[src/rtl/kpscan.sv]
// rtl/kpscan.sv - 4x4 keypad column scanner with debounced press/release and one event per press
// Optional auto-repeat while a key is held: define KPSCAN_REPEAT_EN.
module kpscan #(
    parameter int SCAN_DIV     = 1000,
    parameter int DB_CYCLES    = 20000,
    parameter int REPEAT_DELAY = 500000,
    parameter int REPEAT_RATE  = 100000
) (
    input  logic       clk,
    input  logic       reset_n,
    input  logic [3:0] kpr,
    output logic [3:0] kpc,
    output logic [3:0] num,
    output logic       strt,
    output logic       key_valid,
    output logic       key_held
);

    localparam int DW = (SCAN_DIV > 1) ? $clog2(SCAN_DIV) : 1;
    localparam int BW = (DB_CYCLES > 1) ? $clog2(DB_CYCLES) : 1;
    localparam logic [DW-1:0] DWELL_LAST = DW'(SCAN_DIV - 1);
    localparam logic [BW-1:0] DB_LAST    = BW'(DB_CYCLES - 1);
`ifdef KPSCAN_REPEAT_EN
    localparam int RMAX = (REPEAT_DELAY > REPEAT_RATE) ? REPEAT_DELAY : REPEAT_RATE;
    localparam int RW   = (RMAX > 1) ? $clog2(RMAX) : 1;
    localparam logic [RW-1:0] DELAY_LAST = RW'(REPEAT_DELAY - 1);
    localparam logic [RW-1:0] RATE_LAST  = RW'(REPEAT_RATE - 1);
`endif

    if (SCAN_DIV < 3 || DB_CYCLES < 1 || REPEAT_DELAY < 1 || REPEAT_RATE < 1) begin : g_bad_param
        $error("kpscan: illegal parameter value");
    end

    typedef enum logic [1:0] {SCAN, DEBOUNCE, HELD} state_t;

    function automatic logic one_low(input logic [3:0] v);
        case (v)
            4'b0111, 4'b1011, 4'b1101, 4'b1110: one_low = 1'b1;
            default:                            one_low = 1'b0;
        endcase
    endfunction

    function automatic logic [1:0] low_index(input logic [3:0] v);
        case (v)
            4'b1011: low_index = 2'd1;
            4'b1101: low_index = 2'd2;
            4'b1110: low_index = 2'd3;
            default: low_index = 2'd0;
        endcase
    endfunction

    // Same row/column-to-code table as the keypad decode path.
    function automatic logic [3:0] key_code(input logic [1:0] r, input logic [1:0] c);
        case ({r, c})
            4'h0: key_code = 4'h1;  4'h1: key_code = 4'h2;  4'h2: key_code = 4'h3;  4'h3: key_code = 4'hA;
            4'h4: key_code = 4'h4;  4'h5: key_code = 4'h5;  4'h6: key_code = 4'h6;  4'h7: key_code = 4'hB;
            4'h8: key_code = 4'h7;  4'h9: key_code = 4'h8;  4'hA: key_code = 4'h9;  4'hB: key_code = 4'hC;
            4'hC: key_code = 4'hE;  4'hD: key_code = 4'h0;  4'hE: key_code = 4'hF;  default: key_code = 4'hD;
        endcase
    endfunction

    logic [1:0] rst_sync;
    logic       rst_n;

    // Reset asserts asynchronously, releases on a clock edge.
    always_ff @(posedge clk or negedge reset_n) begin
        if (!reset_n) rst_sync <= 2'b00;
        else          rst_sync <= {rst_sync[0], 1'b1};
    end
    assign rst_n = rst_sync[1];

    state_t          state, state_nxt;
    logic [3:0]      kpr_m, kpr_s;
    logic [3:0]      row, row_nxt;
    logic [3:0]      kpc_nxt, num_nxt, code;
    logic            strt_nxt, key_valid_nxt, key_held_nxt;
    logic [DW-1:0]   dwell, dwell_nxt;
    logic [BW-1:0]   db_cnt, db_cnt_nxt;
`ifdef KPSCAN_REPEAT_EN
    logic [RW-1:0]   rep_cnt, rep_cnt_nxt;
    logic            rep_first, rep_first_nxt;
`endif

    assign code = key_code(low_index(row), low_index(kpc));

    always_ff @(posedge clk or negedge rst_n) begin
        if (!rst_n) begin
            kpr_m     <= 4'b1111;
            kpr_s     <= 4'b1111;
            state     <= SCAN;
            kpc       <= 4'b0111;
            row       <= 4'b1111;
            num       <= 4'h0;
            strt      <= 1'b0;
            key_valid <= 1'b0;
            key_held  <= 1'b0;
            dwell     <= '0;
            db_cnt    <= '0;
`ifdef KPSCAN_REPEAT_EN
            rep_cnt   <= '0;
            rep_first <= 1'b1;
`endif
        end else begin
            kpr_m     <= kpr;
            kpr_s     <= kpr_m;
            state     <= state_nxt;
            kpc       <= kpc_nxt;
            row       <= row_nxt;
            num       <= num_nxt;
            strt      <= strt_nxt;
            key_valid <= key_valid_nxt;
            key_held  <= key_held_nxt;
            dwell     <= dwell_nxt;
            db_cnt    <= db_cnt_nxt;
`ifdef KPSCAN_REPEAT_EN
            rep_cnt   <= rep_cnt_nxt;
            rep_first <= rep_first_nxt;
`endif
        end
    end

    always_comb begin
        state_nxt     = state;
        kpc_nxt       = kpc;
        row_nxt       = row;
        num_nxt       = num;
        strt_nxt      = strt;
        key_valid_nxt = 1'b0;
        key_held_nxt  = key_held;
        dwell_nxt     = dwell;
        db_cnt_nxt    = db_cnt;
`ifdef KPSCAN_REPEAT_EN
        rep_cnt_nxt   = rep_cnt;
        rep_first_nxt = rep_first;
`endif
        case (state)
            SCAN: begin
                if (dwell == DWELL_LAST) begin
                    dwell_nxt = '0;
                    if (one_low(kpr_s)) begin
                        row_nxt    = kpr_s;
                        db_cnt_nxt = '0;
                        state_nxt  = DEBOUNCE;
                    end else begin
                        kpc_nxt = {kpc[0], kpc[3:1]};
                    end
                end else begin
                    dwell_nxt = dwell + 1'b1;
                end
            end
            DEBOUNCE: begin
                if (kpr_s != row) begin
                    state_nxt = SCAN;
                    kpc_nxt   = {kpc[0], kpc[3:1]};
                    dwell_nxt = '0;
                end else if (db_cnt == DB_LAST) begin
                    key_valid_nxt = 1'b1;
                    num_nxt       = code;
                    strt_nxt      = (code == 4'hB);
                    key_held_nxt  = 1'b1;
                    db_cnt_nxt    = '0;
                    state_nxt     = HELD;
`ifdef KPSCAN_REPEAT_EN
                    rep_cnt_nxt   = '0;
                    rep_first_nxt = 1'b1;
`endif
                end else begin
                    db_cnt_nxt = db_cnt + 1'b1;
                end
            end
            HELD: begin
                if (kpr_s == 4'b1111) begin
                    if (db_cnt == DB_LAST) begin
                        key_held_nxt = 1'b0;
                        state_nxt    = SCAN;
                        kpc_nxt      = {kpc[0], kpc[3:1]};
                        dwell_nxt    = '0;
                        db_cnt_nxt   = '0;
                    end else begin
                        db_cnt_nxt = db_cnt + 1'b1;
                    end
                end else begin
                    db_cnt_nxt = '0;
                end
`ifdef KPSCAN_REPEAT_EN
                // Any disturbance of the held row restarts the repeat timing from the initial delay.
                if (kpr_s != row) begin
                    rep_cnt_nxt   = '0;
                    rep_first_nxt = 1'b1;
                end else if (rep_cnt == (rep_first ? DELAY_LAST : RATE_LAST)) begin
                    key_valid_nxt = 1'b1;
                    rep_cnt_nxt   = '0;
                    rep_first_nxt = 1'b0;
                end else begin
                    rep_cnt_nxt = rep_cnt + 1'b1;
                end
`endif
            end
            default: begin
                state_nxt = SCAN;
                kpc_nxt   = 4'b0111;
                dwell_nxt = '0;
            end
        endcase
    end

endmodule
[config.mk]
export PLATFORM = sky130hd
export DESIGN_NAME = kpscan
export DESIGN_NICKNAME = d
export VERILOG_FILES = /design/src/rtl/kpscan.sv
export SDC_FILE = /design/constraint.sdc
export NUM_CORES = 1
export LEC_CHECK = 0
export CAP_MARGIN = 20
export CORE_MARGIN = 2
export CORE_UTILIZATION = 54
export CTS_CLUSTER_SIZE = 8
export DETAILED_ROUTE_END_ITERATION = 10
export GPL_TIMING_DRIVEN = 0
export PLACE_DENSITY = 0.76
export SLEW_MARGIN = 25
export SYNTH_ARGS = -nofsm -noshare
export SYNTH_HDL_FRONTEND = slang
export SYNTH_SLANG_ARGS = --single-unit
[constraint.sdc]
create_clock -name clk -period 1.47 [get_ports clk]
set_input_delay 0.3675 -clock clk [delete_from_list [all_inputs] [get_ports clk]]
set_output_delay 0.3675 -clock clk [all_outputs]
set_load 0.02 [all_outputs]
==> Yosys cells after proc, flatten, opt, wreduce, memory -nomap -nowiden <==
Memory sizes are Yosys's and may differ from the RTL's.
Cells that the tools add are included.
{ "op_classes": {"n_mux": 37, "n_reduce_logical": 11, "n_eq_ne": 26, "bitwise_logic": 1, "addsub": 2} }
{ "ops": {"columns": ["op", "count"], "rows": [
  ["two-way mux 15 bit", 5],
  ["one-hot mux 15 bit (3 select lines)", 1],
  ["equality test 4 bit, second input constant", 11],
  ["two-way mux 10 bit", 4],
  ["one-hot mux 10 bit (3 select lines)", 1],
  ["two-way mux 4 bit", 5],
  ["one-hot mux 2 bit (3 select lines)", 3],
  ["!= test 2 bit, second input constant", 8],
  ["adder 15 x 1 -> 15 bit, second input constant", 1],
  ["equality test 15 bit, second input constant", 1],
  ["AND reduction 5 bit", 3],
  ["two-way mux 2 bit", 6],
  ["one-hot mux 4 bit (3 select lines)", 1],
  ["adder 10 x 1 -> 10 bit, second input constant", 1],
  ["equality test 10 bit, second input constant", 1],
  ["two-way mux 1 bit", 10],
  ["AND reduction 3 bit", 3],
  ["equality test 4 x 3 -> 1 bit, second input constant", 1],
  ["!= test 4 bit", 1],
  ["AND reduction 4 bit", 1],
  ["OR reduction 4 bit", 1],
  ["!= test 3 bit, second input constant", 1],
  ["nonzero test 3 bit", 1],
  ["equality test 2 x 1 -> 1 bit, second input constant", 1],
  ["other kinds (5)", 5]
]} }
{ "totals": {"n_memories": 1, "input_bits": 6, "ff_bits": 52, "elab_cells": 90, "out_inout_bits": 11, "romBits": 64} }
{ "mem_list": {"columns": ["name", "words", "width", "read_ports", "rd_clocked_by_memory_dff", "write_ports", "line_no", "text"], "rows": [
  ["(name not given)", 16, 4, 1, 0, 0, "54", "case ({r, c})"]
]} }

==> Logic depth before layout (Yosys ltp) <==
Gate-level depths: netlist of the first run.
{ "logic_depth": {"ltp_word": 8, "mapped_depth": 8, "depth_no_buf": 8} }

==> Worst setup path before layout of the first run <==
OpenSTA, ideal clock, no wires.
{ "synth_timing": {"path_type": "register -> register", "from": "register kpc[2]", "to": "register strt", "stages_incl_launch_ff": 8, "synth_period_minus_slack_ns": 2.198, "arrival_ns": 2.133, "setup_slack_ns": -0.728, "setup_time_ns": 0.065, "path_cell_list": "dfstp_2 xor2_1 and2_1 inv_1 ha_1 mux4_2 a2111oi_0 mux2_2"} }
{ "synth_between": {"elab_chain_len": 4, "word_cells_on_any_way": 6, "cone_classes": "eq/ne (4); mux (1); memory (1)"} }
{ "synth_rtl": {"columns": ["element", "line_no", "text"], "rows": [
  ["from (decl)", "12", "output logic [3:0] kpc,"],
  ["from (signal assigned)", "107", "kpc <= kpc_nxt;"],
  ["equality test 4 bit", "44", "case (v)"],
  ["one-hot mux 2 bit (3 select lines) *", "44", null],
  ["memory (16 x 4 bit) *", null, null],
  ["equality test 4 bit *", "159", "strt_nxt = (code == 4'hB);"],
  ["to (signal assigned)", "110", "strt <= strt_nxt;"],
  ["to (decl)", "14", "output logic strt,"]
]} }
Mark *: on every way between the ends. The rest lies on a longest branch, timed or not.
A chain may end at the register's enable or synchronous reset.

==> Worst setup path after layout of the first run <==
{ "layout_timing": {"from": "register state[0]", "to": "register db_cnt[8]"} }
{ "layout_between": {"elab_chain_len": 3, "word_cells_on_any_way": 9, "cone_classes": "eq/ne (5); mux (1); reduce/logical (3)"} }
{ "layout_rtl": {"columns": ["element", "line_no", "text"], "rows": [
  ["from (decl)", "72", "state_t state, state_nxt;"],
  ["from (signal assigned)", "106", "state <= state_nxt;"],
  ["equality test 2 x 1 -> 1 bit (tied with other cells)", "136", "case (state)"],
  ["!= test 2 bit (no line) or nonzero test 3 bit (tied branches)", null, null],
  ["AND reduction 4 bit (no line)", null, null],
  ["to (signal assigned)", "114", "db_cnt <= db_cnt_nxt;"],
  ["to (decl)", "78", "logic [BW-1:0] db_cnt, db_cnt_nxt;"]
]} }
Several ways; a longest one is shown, not always the timed one.

==> qor.log, run 1 <==
INFO  status         run_status=complete, but fails checks
INFO  status         violations_in_the_final_reports=negative setup slack
INFO  sta            slew_headroom=54.4%
INFO  sta            setup_viol=44
INFO  yosys          postSynthNetCount=314
INFO  sta            number_of_max_slew_violations_in_the_final_report=0
INFO  place          placed_cells=385
INFO  sta            grt_setup_unrepaired=true
INFO  yosys          postSynthCellCount=297
INFO  yosys          ys_seq_elements=52
INFO  power_and_ir_drop power.leakage=1.94nW
INFO  layout         final_util=87.0%
INFO  critical_path  timing.reg2reg.worst_path_depth=7
INFO  detailed_routing detailedRoute.firstPassIterationCount=5
INFO  die            num_io_pins=17
INFO  place          port-buffer-count=16
INFO  yosys          seq_area_frac_synth=43.8%
INFO  critical_path  critPathLaunchType=register
INFO  yosys          syn_area=0.00301mm2
INFO  cts            cts_made_buffers=5
INFO  global_route   globalRoute.totalOverflow=0
INFO  layout         finish.net_count=392
INFO  critical_path  critical_path.endpoint_type=register
INFO  layout         drive_gt1_share=51.9%
INFO  die            floorplan.rows=27
INFO  global_route   grt_pass1_wl=15200um
INFO  layout         mostFrequentLayoutCell=sky130_fd_sc_hd__buf_4
INFO  power_and_ir_drop fin_total_pwr=2.60mW
INFO  cts            clock-sinks=52
INFO  sta            worst_slack=-770ps
INFO  global_route   antenna_found_initial=0
INFO  layout         final_cell_mix=37 x sky130_fd_sc_hd__buf_4, 30 x sky130_fd_sc_hd__dfrtp_1, 25 x sky130_fd_sc_hd__buf_6
INFO  cts            buffer_type_at_the_clock_tree_root=sky130_fd_sc_hd__clkbuf_8
INFO  critical_path  timing.critical_path.fanout_max=7
INFO  detailed_routing via_count=3127
INFO  cts            clock_tree.buffer_depth=2
INFO  layout         area_growth_syn_to_layout=57.2%
INFO  place          finalWeightedCongestion=0.868
INFO  die            die_height=78.7um
INFO  yosys          synth_enable_flop_cells=0
INFO  detailed_routing number_of_drc_violations_after_detailed_routing=0
INFO  critical_path  worst_ep_arrival_time=2460ps
INFO  die            die_area=0.00619mm2
INFO  global_route   grt_usage=31.6%
INFO  yosys          async_set_or_reset_register_ratio_after_synthesis=100%
INFO  sta            finalClockSkew=19.9ps
INFO  cts            cts_max_level=2
INFO  detailed_routing vias_per_cell=6.98
INFO  yosys          count_of_cell_types_in_the_netlist=59
INFO  cts            clock_tree_from_tritoncts=done
INFO  detailed_routing drtIter0Drc=316
INFO  sta            layout_min_cycle_time=2240ps
INFO  hold_path      hold_class=primary input to async pin
INFO  place          placement.setup.worst_slack=-768ps
INFO  sta            max_clock_freq=446MHz
INFO  detailed_routing drt.antenna.violating_nets=0
INFO  cts            postCtsHoldBufs=0
INFO  flow_run       max_cap_viol_count=0
INFO  die            initial_utilization=55.3%
INFO  detailed_routing drt-wirelength-per-cell=26.0um
INFO  sta            timing_worst_slew_pin_value=674ps
INFO  layout         finish.cell_count_without_fillers=448
INFO  yosys          yosysWarningCount=0
INFO  cts            clk-insertion-delay-late=330ps
INFO  global_route   number_of_global_route_vias_before_repair=3013
INFO  layout         diodes=0
INFO  cts            clk_pin_slew=100ps
INFO  sta            hold_viol=0
INFO  die            fp.dieW=78.7um
INFO  layout         fillers=240
INFO  sta            tns=-25960ps
INFO  power_and_ir_drop worst_ir_drop_vdd=0.830mV
INFO  place          dp_hpwl=4760um
INFO  critical_path  worstSetupPathType=register to register
INFO  power_and_ir_drop cellPowerDensity=549mW/mm2
INFO  yosys          ys.flop_type=sky130_fd_sc_hd__dfrtp_1
INFO  yosys          post_synth.cell_area_avg=10.1um2
INFO  detailed_routing postRouteWirelength=11600um
INFO  sta            fin_crit_sh=152%
INFO  global_route   grt_max_degree=51
INFO  die            core_area=0.00544mm2
INFO  critical_path  critPathRequiredTime=1690ps
per-layer routing:
layer / vias up / wire length, um / track usage [%]
li1: 1267 / - / -
met1: 1564 / 4360 / 39.8
met2: 233 / 5780 / 54.4
met3: 63 / 901 / 4.60
met4: 0 / 609 / 13.2
met5: - / 0 / 0
synthesized netlist by cell type, drive strengths merged, types with 2 or more instances:
cell type	count	area [um2]
and4b	2	20.0
or4	2	15.0
clkbuf	3	21.3
nor4	4	40.0
o221ai	2	17.5
buf	8	57.6
a21oi	5	25.0
o21ai	12	63.8
and3b	2	17.5
xor2	7	61.3
nand2	19	71.3
inv	18	67.6
dfrtp	37	926
a31oi	4	25.0
o211ai	3	22.5
mux2i	4	40.0
and4	4	35.0
o31ai	17	128
nand4b	3	26.3
nor3	3	15.0
nor2	23	86.3
nand3	16	85.1
and2	7	43.8
o2bb2ai	5	43.8
nor3b	3	27.5
nand4	7	43.8
a211o	4	35.0
a211oi	4	30.0
mux2	8	90.1
nor4b	5	43.8
a22o	4	35.0
and3	4	25.0
xnor2	2	17.5
dfstp	15	394
o41ai	4	35.0
ha	11	138
cell type report:
class                      count  area, um2  area share [%]
clock buffer                   6       72.6            1.53
clock inverter                 2       35.0           0.740
buffer                         8        126            2.67
inverter                      18       70.1            1.48
tap                           72       90.1            1.90
multi-input combinational    216       2320            49.0
timing repair buffer          74        688            14.5
sequential                    52       1330            28.1
power breakdown:
| part | internal, mW | switching (mW) |
|---|---|---|
| clock network | 0.506 | 0.506 |
| logic | 0.0526 | 0.0409 |
| registers | 1.45 | 0.0368 |
worst paths after layout:
kind | end | from | slack (ps)
min in group clk | kpr_s[2] | kpr_m[2] | 360
max reg2reg | db_cnt[8] | state[0] | -770
max in group asynchronous | db_cnt[9] | rst_sync[1] | 620
min | rst_sync[1] | reset_n | 210
max | db_cnt[8] | state[0] | -770
min reg2reg | dwell[3] | rst_sync[1] | 350
sequential cells by signal, indices dropped and copies added, names as in the netlist:
register and cells:
key_valid 1, rst_sync 2, state 2, num 4
kpc 4, key_held 1, strt 1, dwell 10
kpr_m 4, kpr_s 4, db_cnt 15, row 4
critical path: stages (launching register included):
cell	delay (ps)
sky130_fd_sc_hd__dfrtp_1	440
sky130_fd_sc_hd__inv_1	140
sky130_fd_sc_hd__ha_1	400
sky130_fd_sc_hd__a21oi_4	170
sky130_fd_sc_hd__nor3b_4	260
sky130_fd_sc_hd__buf_6	190
sky130_fd_sc_hd__nand3_4	160
sky130_fd_sc_hd__o41ai_2	370
cells by family (layout without fill, tap and decap cells):
kind of cell,after synthesis,in the layout,synth area share [%]
compound gates,74,74,18.2
fa+ha+maj,11,11,4.57
mux,13,13,5.07
buf+inv,29,108,4.86
simple gates,108,108,20.7
flops,52,52,43.8
xor+xnor,9,9,2.62
other cells,1,1,0.125
stage by stage:
step                instance area [um2]  hold slack (ps)
finish                             4730              211
global placement                   3430              333
global route                       4730              201
floorplan                          3180             71.9
CTS                                4390              216
detailed placement                 3430              347
repair_timing:
action | CTS | global route
endpoints found under the setup margin | 53 | 47
buffers inserted | 44 | 10
resized for setup | 116 | 50
endpoints found under the hold margin | 0 | 0
pin swaps | 38 | 21
cloned | 3 | 1
No activity file was read; power rests on OpenSTA's default activity.
==> run 2, diff against run 1 <==
--- a/config.mk
+++ b/config.mk
@@ -11,7 +11,7 @@
 export CTS_CLUSTER_SIZE = 8
 export DETAILED_ROUTE_END_ITERATION = 10
 export GPL_TIMING_DRIVEN = 0
-export PLACE_DENSITY = 0.76
+export PLACE_DENSITY = 0.73
 export SLEW_MARGIN = 25
 export SYNTH_ARGS = -nofsm -noshare
 export SYNTH_HDL_FRONTEND = slang
==> constraint.sdc (replaced) <==
create_clock -name clk -period 2 [get_ports clk]
set_input_delay 0.5 -clock clk [delete_from_list [all_inputs] [get_ports clk]]
set_output_delay 0.5 -clock clk [all_outputs]
set_load 0.02 [all_outputs]
==> qor.log, run 2 (synthesis results as in run 1) <==
INFO  status         run_status=complete, but fails checks
INFO  status         violations_in_the_final_reports=negative setup slack
INFO  die            initial_utilization=55.3%
INFO  place          placed_area=0.00328mm2
INFO  power_and_ir_drop share_comb_of_total_power=2.7%
INFO  sta            slew_headroom=51.1%
INFO  die            fp.dieW=78.7um
INFO  critical_path  critPathRequiredTime=2270ps
INFO  layout         mostFrequentLayoutCell=sky130_fd_sc_hd__buf_4
INFO  global_route   met1_capacity_usage_during_global_routing=34.1%
INFO  sta            worst_hold_slack=326ps
INFO  global_route   antenna_found_initial=0
INFO  sta            grt_setup_unrepaired=true
INFO  critical_path  critPathLaunchType=register
INFO  detailed_routing postRouteWirelength=8820um
INFO  layout         top_registers=db_cnt x15, dwell x10
INFO  critical_path  timing.critical_path.fanout_max=3
INFO  sta            max_clock_freq=439MHz
INFO  sta            timing_worst_slew_pin_value=723ps
INFO  layout         max_flop_register=db_cnt
INFO  critical_path  critical_path.endpoint_type=register
INFO  hold_path      hold_class=primary input to async pin
INFO  die            die_area=0.00619mm2
INFO  layout         final_cell_mix=37 x sky130_fd_sc_hd__buf_4, 32 x sky130_fd_sc_hd__dfrtp_1, 20 x sky130_fd_sc_hd__nor2_1
INFO  detailed_routing drtIter0Drc=237
INFO  critical_path  worstSetupPathType=register to register
INFO  global_route   grt_max_degree=51
INFO  layout         finish.net_count=379
INFO  die            floorplan.rows=27
INFO  place          port-buffer-count=16
INFO  power_and_ir_drop swShare=22.8%
INFO  die            num_io_pins=17
INFO  power_and_ir_drop power.leakage=1.76nW
INFO  power_and_ir_drop cellPowerDensity=453mW/mm2
INFO  cts            clk-insertion-delay-late=320ps
INFO  detailed_routing number_of_drc_violations_after_detailed_routing=0
INFO  global_route   met3_layer_usage_reported_by_global_route=4.83%
INFO  critical_path  timing.reg2reg.worst_path_depth=8
INFO  cts            cts_max_level=2
INFO  place          placement.setup.worst_slack=-409ps
INFO  sta            setup_viol=19
INFO  layout         drive_gt1_share=39.7%
INFO  global_route   use_met2=42.6%
INFO  critical_path  crit_path_start=kpc[0]
INFO  critical_path  r2r_start=kpc[0]
INFO  die            die_height=78.7um
INFO  layout         diodes=0
INFO  critical_path  worst_ep_arrival_time=2550ps
INFO  sta            worst_slack=-280ps
INFO  detailed_routing detailedRoute.firstPassIterationCount=4
INFO  sta            hold_viol=0
INFO  cts            cts_made_buffers=5
INFO  sta            finalClockSkew=7.20ps
INFO  cts            clock_tree_from_tritoncts=done
INFO  detailed_routing vias_per_cell=6.28
INFO  power_and_ir_drop p_int=1.48mW
INFO  global_route   grt-busiest-layer=met2
INFO  power_and_ir_drop clock_power_share=39.9%
INFO  sta            number_of_max_slew_violations_in_the_final_report=0
INFO  cts            clock_tree.buffer_depth=2
INFO  cts            clk_pin_slew=100ps
INFO  place          finalWeightedCongestion=0.839
INFO  global_route   grt_usage=26.0%
INFO  global_route   number_of_global_route_vias_before_repair=2636
INFO  flow_run       max_cap_viol_count=0
INFO  global_route   grt_pass1_wl=12600um
INFO  detailed_routing drt-wirelength-per-cell=20.3um
INFO  layout         largest_reg_flops=15
INFO  cts            buffer_type_at_the_clock_tree_root=sky130_fd_sc_hd__clkbuf_8
INFO  detailed_routing via_count=2732
INFO  power_and_ir_drop power.net_switching=0.437mW
INFO  power_and_ir_drop worst_ir_drop_vdd=0.504mV
INFO  global_route   globalRoute.totalOverflow=0
INFO  layout         final_cell_area=0.00422mm2
INFO  sta            layout_min_cycle_time=2280ps
INFO  die            core_area=0.00544mm2
INFO  place          dp_hpwl=4410um
INFO  critical_path  timing.reg2reg.setup_slack=-280ps
INFO  detailed_routing drt.antenna.violating_nets=0
INFO  sta            fin_crit_sh=114%
INFO  power_and_ir_drop seq_power_share=57.3%
INFO  cts            clock-sinks=52
INFO  critical_path  crit-reg2reg-capture=strt
INFO  sta            tns=-2020ps
INFO  layout         area_growth_syn_to_layout=40.1%
[run 2: final cells by class]
| cell class | count | area [um2] |
|---|---|---|
| clock buffer | 5 | 68.8 |
| fill | 340 | 1220 |
| multi-input combinational | 216 | 1970 |
| buffer | 7 | 85.1 |
| clock inverter | 3 | 46.3 |
| inverter | 18 | 70.1 |
| sequential | 52 | 1330 |
| tap | 72 | 90.1 |
| timing repair buffer | 62 | 561 |
[run 2: worst max-delay path by stage]
stage / to / slack, ps / cells after the start
after floorplan: strt / -110 / 7
after global placement: num[3] / -330 / 6
after detailed placement: num[3] / -410 / 6
after CTS: strt / -150 / 7
after global routing: strt / -320 / 8
final: strt / -280 / 8
[run 2: power by group through the flow]
stage | sequential [mW] | combinational (mW) | clock [mW]
after floorplan | 1.11 | 0.0169 | 0
after global placement | 1.11 | 0.0292 | 0
after detailed placement | 1.12 | 0.0303 | 0
after CTS | 1.10 | 0.0395 | 0.770
after global routing | 1.10 | 0.0542 | 0.810
final | 1.10 | 0.0517 | 0.764
[run 2: layer usage]
metal	share of wire [%]	routed length, um
met3	5.8	511
met1	41	3590
met2	52	4580
met4	1.5	131
met5	0	0
[run 2: timing repair]
action	CTS	global route
endpoints found under the setup margin	38	34
pin swaps	17	18
hold buffers	0	0
buffers inserted	27	17
resized for setup	61	43
gates cloned	2	0
[run 2: stage by stage]
stage / instances / util, % / total power [mW]
finish: 435 / 77.5 / 1.91
global placement: 385 / 60.3 / 1.14
global route: 435 / 77.5 / 1.97
CTS: 418 / 70.9 / 1.91
floorplan: 297 / - / 1.12
detailed placement: 385 / 60.3 / 1.15
[run 2: critical path, stage by stage, from the launching register on]
cell	delay (ps)
sky130_fd_sc_hd__dfstp_2	610
sky130_fd_sc_hd__xor2_2	180
sky130_fd_sc_hd__and2_4	190
sky130_fd_sc_hd__buf_4	120
sky130_fd_sc_hd__ha_1	230
sky130_fd_sc_hd__o21ba_4	230
sky130_fd_sc_hd__o31ai_2	80
sky130_fd_sc_hd__a2111oi_4	380
sky130_fd_sc_hd__mux2_4	210
